File: config.mk
export PLATFORM = sky130hd
export DESIGN_NAME = histogram_compute_flat
export DESIGN_NICKNAME = d
export VERILOG_FILES = /design/src/rtl/histogram_pkg.sv /design/src/rtl/histogram_compute_if.sv /design/src/rtl/histogram_compute.sv /design/src/flat_wrapper.sv
export SDC_FILE = /design/constraint.sdc
export NUM_CORES = 1
export LEC_CHECK = 0
export CORE_ASPECT_RATIO = 0.7
export CORE_MARGIN = 4
export CORE_UTILIZATION = 40
export CTS_BUF_LIST = sky130_fd_sc_hd__clkbuf_2 sky130_fd_sc_hd__clkbuf_4 sky130_fd_sc_hd__clkbuf_8
export CTS_CLUSTER_DIAMETER = 80
export DETAILED_ROUTE_END_ITERATION = 7
export PLACE_DENSITY = 0.8
export SLEW_MARGIN = 5
export SYNTH_ARGS = -nofsm -noshare
export SYNTH_HDL_FRONTEND = slang
export SYNTH_SLANG_ARGS = --single-unit
export TNS_END_PERCENT = 1
File: constraint.sdc
create_clock -name ap_clk -period 3.3 [get_ports ap_clk]
set_input_delay 0.66 -clock ap_clk [delete_from_list [all_inputs] [get_ports ap_clk]]
set_output_delay 0.66 -clock ap_clk [all_outputs]
set_load 0.05 [all_outputs]
File: src/rtl/histogram_pkg.sv
// Shared constants for the histogram dataflow stages (compute and reduce).
package histogram_pkg;

  localparam int NUM_BINS = 256;
  localparam int BIN_W    = 8;
  localparam int COUNT_W  = 32;

  // Controller state encoding, kept as plain constants so the reduce stage
  // and older code can reuse the same values.
  localparam logic [2:0] ST_IDLE    = 3'd0;
  localparam logic [2:0] ST_CLEAR   = 3'd1;
  localparam logic [2:0] ST_RD_IN   = 3'd2;
  localparam logic [2:0] ST_RD_HIST = 3'd3;
  localparam logic [2:0] ST_WR      = 3'd4;

endpackage

File: src/rtl/histogram_compute_if.sv
// ap_ctrl_chain handshake plus sample-memory and bin-memory ports of the
// histogram compute stage. "slave" is the compute block's view.
interface histogram_compute_if #(
  parameter int ADDR_W = 10
);
  import histogram_pkg::*;

  logic               ap_start;
  logic               ap_done;
  logic               ap_continue;
  logic               ap_idle;
  logic               ap_ready;

  logic [ADDR_W-1:0]  in_r_address0;
  logic               in_r_ce0;
  logic [31:0]        in_r_q0;

  logic [BIN_W-1:0]   hist_address0;
  logic               hist_ce0;
  logic               hist_we0;
  logic [COUNT_W-1:0] hist_d0;
  logic [COUNT_W-1:0] hist_q0;

  modport slave (
    input  ap_start, ap_continue, in_r_q0, hist_q0,
    output ap_done, ap_idle, ap_ready,
    output in_r_address0, in_r_ce0,
    output hist_address0, hist_ce0, hist_we0, hist_d0
  );

  modport master (
    output ap_start, ap_continue, in_r_q0, hist_q0,
    input  ap_done, ap_idle, ap_ready,
    input  in_r_address0, in_r_ce0,
    input  hist_address0, hist_ce0, hist_we0, hist_d0
  );

endinterface

File: src/rtl/histogram_compute.sv
// Partial 256-bin histogram: clears the bin memory, then does one
// read-modify-write per sample (bin = sample[7:0]). ap_ctrl_chain handshake.
module histogram_compute
  import histogram_pkg::*;
#(
  parameter int N      = 1024,
  parameter int ADDR_W = 10
) (
  input  logic ap_clk,
  input  logic ap_rst_n,
  histogram_compute_if.slave bus
);

  localparam logic [ADDR_W-1:0] LAST_I   = ADDR_W'(N - 1);
  localparam logic [BIN_W-1:0]  LAST_BIN = BIN_W'(NUM_BINS - 1);

  logic [2:0]        state_reg, state_next;
  logic [ADDR_W-1:0] i_reg, i_next;
  logic [BIN_W-1:0]  clr_idx_reg, clr_idx_next;
  logic [BIN_W-1:0]  bin_reg, bin_next;
  logic              done_reg, done_next;
  logic              last_wr;

  // Sample bits above the bin index carry no information for this stage.
  logic unused_sample_bits;
  assign unused_sample_bits = ^bus.in_r_q0[31:BIN_W];

  assign last_wr = (state_reg == ST_WR) && (i_reg == LAST_I);

  // Next-state, counters and the sticky done flag (ap_continue wins over set).
  always_comb begin
    state_next   = state_reg;
    i_next       = i_reg;
    clr_idx_next = clr_idx_reg;
    bin_next     = bin_reg;
    case (state_reg)
      ST_IDLE: begin
        if (bus.ap_start && !done_reg) begin
          clr_idx_next = '0;
          state_next   = ST_CLEAR;
        end
      end
      ST_CLEAR: begin
        clr_idx_next = clr_idx_reg + 1'b1;
        if (clr_idx_reg == LAST_BIN) begin
          i_next     = '0;
          state_next = ST_RD_IN;
        end
      end
      ST_RD_IN: begin
        state_next = ST_RD_HIST;
      end
      ST_RD_HIST: begin
        bin_next   = bus.in_r_q0[BIN_W-1:0];
        state_next = ST_WR;
      end
      ST_WR: begin
        if (last_wr) begin
          state_next = ST_IDLE;
        end else begin
          i_next     = i_reg + 1'b1;
          state_next = ST_RD_IN;
        end
      end
      default: begin
        state_next = ST_IDLE;
      end
    endcase

    if (bus.ap_continue) begin
      done_next = 1'b0;
    end else if (last_wr) begin
      done_next = 1'b1;
    end else begin
      done_next = done_reg;
    end
  end

  // State and counter registers; reset abandons any run in progress.
  always_ff @(posedge ap_clk or negedge ap_rst_n) begin
    if (!ap_rst_n) begin
      state_reg   <= ST_IDLE;
      i_reg       <= '0;
      clr_idx_reg <= '0;
      bin_reg     <= '0;
      done_reg    <= 1'b0;
    end else begin
      state_reg   <= state_next;
      i_reg       <= i_next;
      clr_idx_reg <= clr_idx_next;
      bin_reg     <= bin_next;
      done_reg    <= done_next;
    end
  end

  // Memory strobes decoded from state; nothing is enabled in IDLE.
  always_comb begin
    bus.in_r_ce0      = 1'b0;
    bus.in_r_address0 = '0;
    bus.hist_ce0      = 1'b0;
    bus.hist_we0      = 1'b0;
    bus.hist_address0 = '0;
    bus.hist_d0       = '0;
    case (state_reg)
      ST_CLEAR: begin
        bus.hist_ce0      = 1'b1;
        bus.hist_we0      = 1'b1;
        bus.hist_address0 = clr_idx_reg;
      end
      ST_RD_IN: begin
        bus.in_r_ce0      = 1'b1;
        bus.in_r_address0 = i_reg;
      end
      ST_RD_HIST: begin
        bus.hist_ce0      = 1'b1;
        bus.hist_address0 = bus.in_r_q0[BIN_W-1:0];
      end
      ST_WR: begin
        bus.hist_ce0      = 1'b1;
        bus.hist_we0      = 1'b1;
        bus.hist_address0 = bin_reg;
        bus.hist_d0       = bus.hist_q0 + 1'b1;
      end
      default: begin
      end
    endcase
  end

  assign bus.ap_done  = last_wr | done_reg;
  assign bus.ap_ready = last_wr;
  assign bus.ap_idle  = (state_reg == ST_IDLE) && !bus.ap_start;

endmodule

File: src/flat_wrapper.sv
// flat-port wrapper written by rule: the top's interface ports become plain ports
module histogram_compute_flat import histogram_pkg::*;
#(
  parameter int N      = 1024,
  parameter int ADDR_W = 10
)
  (ap_clk, ap_rst_n, bus_ap_start, bus_ap_continue, bus_in_r_q0, bus_hist_q0, bus_ap_done, bus_ap_idle, bus_ap_ready, bus_in_r_address0, bus_in_r_ce0, bus_hist_address0, bus_hist_ce0, bus_hist_we0, bus_hist_d0);
  histogram_compute_if #(.ADDR_W(ADDR_W)) bus_i ();
  input  logic ap_clk;
  input  logic ap_rst_n;
  input wire logic [$bits(bus_i.ap_start)-1:0] bus_ap_start;
  input wire logic [$bits(bus_i.ap_continue)-1:0] bus_ap_continue;
  input wire logic [$bits(bus_i.in_r_q0)-1:0] bus_in_r_q0;
  input wire logic [$bits(bus_i.hist_q0)-1:0] bus_hist_q0;
  output wire logic [$bits(bus_i.ap_done)-1:0] bus_ap_done;
  output wire logic [$bits(bus_i.ap_idle)-1:0] bus_ap_idle;
  output wire logic [$bits(bus_i.ap_ready)-1:0] bus_ap_ready;
  output wire logic [$bits(bus_i.in_r_address0)-1:0] bus_in_r_address0;
  output wire logic [$bits(bus_i.in_r_ce0)-1:0] bus_in_r_ce0;
  output wire logic [$bits(bus_i.hist_address0)-1:0] bus_hist_address0;
  output wire logic [$bits(bus_i.hist_ce0)-1:0] bus_hist_ce0;
  output wire logic [$bits(bus_i.hist_we0)-1:0] bus_hist_we0;
  output wire logic [$bits(bus_i.hist_d0)-1:0] bus_hist_d0;
  assign bus_i.ap_start = bus_ap_start;
  assign bus_i.ap_continue = bus_ap_continue;
  assign bus_i.in_r_q0 = bus_in_r_q0;
  assign bus_i.hist_q0 = bus_hist_q0;
  assign bus_ap_done = bus_i.ap_done;
  assign bus_ap_idle = bus_i.ap_idle;
  assign bus_ap_ready = bus_i.ap_ready;
  assign bus_in_r_address0 = bus_i.in_r_address0;
  assign bus_in_r_ce0 = bus_i.in_r_ce0;
  assign bus_hist_address0 = bus_i.hist_address0;
  assign bus_hist_ce0 = bus_i.hist_ce0;
  assign bus_hist_we0 = bus_i.hist_we0;
  assign bus_hist_d0 = bus_i.hist_d0;
  histogram_compute #(.N(N), .ADDR_W(ADDR_W)) u_core (.ap_clk(ap_clk), .ap_rst_n(ap_rst_n), .bus(bus_i));
endmodule
==> metrics.cfg <==
[clock_tree]
cts_num_sinks=30
clkTransAtPathRegs_ps=70
ctsHtreeMaxLevel=2
insertion_delay_ps=290
cts_tree=done
root_buffer=clkbuf_8
clk_path_buf_depth=2
numCtsBuffers=5

[global_routing]
overflow=0
grt_util_met3=0.0579
top_usage_layer=met2
grt_usage=0.250
grtUsageMet2=0.389
grt_max_degree=34
grt_first_pass_wirelength_um=14800
gr-usage-met1=0.351
antenna_found_initial=0
grt_pass1_vias=2991

[detailed_routing]
drt_iter0_markers=284
drt-total-wl_um=9710
ant_nets=0
drt-wirelength-per-cell_um=17.7
dr.pass1.iters=5
drc=0
viasPerCell=5.90
vias=3228

[run_status]
status=completed

[sta]
slew_violations=0
hold_viol_final=0
fin_tns_setup_ps=0
fin_ws_ps=22.3
rsz0062_at_grt=true
period_needed_ps=3280
skew_ps=6.98
setup_viol=0
holdWs_ps=481
relSlewSlack=0.535
max_freq_mhz=305
tightest_slew_ps=697
period_share=0.993

[floorplanning]
fp.coreArea_um2=5870
fp.dieH_um=73.8
die_x_um=102
ioPinCount=124
num_rows=23
die-area_um2=7530
start_util=0.422

[final_layout]
final_common_cell=buf_4
layout.nets=542
drive_above_1_share=0.320
layout_common_cells=buf_4, nand2_1, o21ai_0, dfrtp_1, buf_12
area_growth_pct=74.6
n_fill_cell=440
post-route-util=0.737
n_antenna_cell=0
largest_reg_flops=10

[synth]
synthCells=329
synth.distinct_cells=43
synth-async-reset-ratio=1.00
syn_area_um2=2480
yosys_register_bits=30
yosys_warnings=0
synth_area_per_cell_um2=7.53
yosysSeqAreaShare=0.303
synth_ff_type=dfrtp_1
syn_nets=400
synth_edf_count=0

[worst_hold_path]
hold_class=flip-flop to flip-flop
whs_path_depth=2

[worst_setup_path]
reg2regPathDepth=5
cp-start-kind=input port
cp.arrival_ps=2620
crit_fanout=7
end_kind=output pin
path_class=input port to output pin
cp.required_ps=2640

[power_and_ir_drop]
vdd_drop_max_v=0.000250
power_density_nw_per_um2=204
total_leakage_power_nw=1.79

[placed_design]
dpl.hpwl_um=7300
io_buffers=99
place_ws_ps=-411
place_congestion=0.919

[flow_run]
max_cap_violations=0

[through the flow]
| stage | std cells | total power [mW] | area, µm² |
|---|---|---|---|
| floorplan | 329 | 0.402 | 2480 |
| global placement | 537 | 0.508 | 4100 |
| detailed placement | 537 | 0.513 | 4100 |
| CTS | 546 | 0.881 | 4250 |
| global route | 547 | 0.914 | 4320 |
| finish | 547 | 0.882 | 4320 |
[kinds of logic (layout without fill, tap and decap cells)]
family          count (synthesis)  after routing  share of synthesized area
simple gates                  171            171                      0.380
buf+inv                        20            163                     0.0323
xor+xnor                       10             10                     0.0354
flops                          30             30                      0.303
compound gates                 92             92                      0.221
fa+ha+maj                       3              3                     0.0152
mux                             3              3                     0.0121
[final timing paths]
kind                                     start                 to  slack [ps]
hold / removal               u_core.bin_reg[1]  u_core.bin_reg[1]         480
min in group asynchronous             ap_rst_n  u_core.bin_reg[7]         750
max in group asynchronous             ap_rst_n    u_core.i_reg[5]        2250
hold reg to reg              u_core.bin_reg[1]  u_core.bin_reg[1]         480
setup / recovery                bus_hist_q0[2]    bus_hist_d0[30]          20
setup reg to reg           u_core.state_reg[1]    u_core.i_reg[9]        1130
[timing repair]
item                       CTS  global route
resized for setup           32            22
setup buffers                1             1
pin swaps                   12            12
hold buffers                 0             0
setup endpoints to repair   18            10
[routing by layer]
metal,up-vias,share of wire
li1,1521,-
met1,1510,0.44
met2,176,0.45
met3,21,0.095
met4,0,0.021
met5,-,0
[critical path: stages]
cell and delay, ps:
dlygate4sd2_1 320, nand4_4 140, or4_4 600, or4_4 540, a21oi_4 200, buf_12 160
[cell type report]
type | instances | area [µm²] | area share
multi-input cells | 279 | 1780 | 0.411
repair buffers | 149 | 1570 | 0.364
flip-flops and latches | 30 | 751 | 0.174
well taps | 75 | 93.8 | 0.0217
clock buffers | 5 | 68.8 | 0.0159
clock inverters | 3 | 40.0 | 0.00926
inverters | 6 | 22.5 | 0.00521
[cell usage after synthesis, types with 2 or more instances]
cell | instances | area [µm²]
nand2_1 | 51 | 191
o21ai_0 | 33 | 165
dfrtp_1 | 30 | 751
a21oi_1 | 25 | 125
nor2_1 | 16 | 60.1
and2_1 | 15 | 93.8
nand4_1 | 15 | 93.8
or3_1 | 13 | 81.3
clkbuf_1 | 12 | 45.0
nand3_1 | 12 | 60.1
and3_1 | 10 | 62.6
o31ai_1 | 9 | 67.6
or4_1 | 9 | 67.6
a22oi_1 | 8 | 60.1
xnor2_1 | 7 | 61.3
and4_1 | 6 | 52.6
nor4_1 | 6 | 37.5
inv_1 | 5 | 18.8
a31oi_1 | 4 | 25.0
o211ai_1 | 4 | 30.0
ha_1 | 3 | 37.5
mux2i_1 | 3 | 30.0
nor2b_1 | 3 | 18.8
nor3_1 | 3 | 15.0
or2_2 | 3 | 18.8
xor2_1 | 3 | 26.3
a31o_2 | 2 | 17.5
nand2b_1 | 2 | 12.5
nor3b_1 | 2 | 15.0
o31a_1 | 2 | 17.5
[power by group]
| group | internal [mW] | switching, mW |
|---|---|---|
| registers | 0.368 | 0 |
| clock network | 0.222 | 0.152 |
| logic | 0.0766 | 0.0636 |
Power figures use the tool's default switching activity.
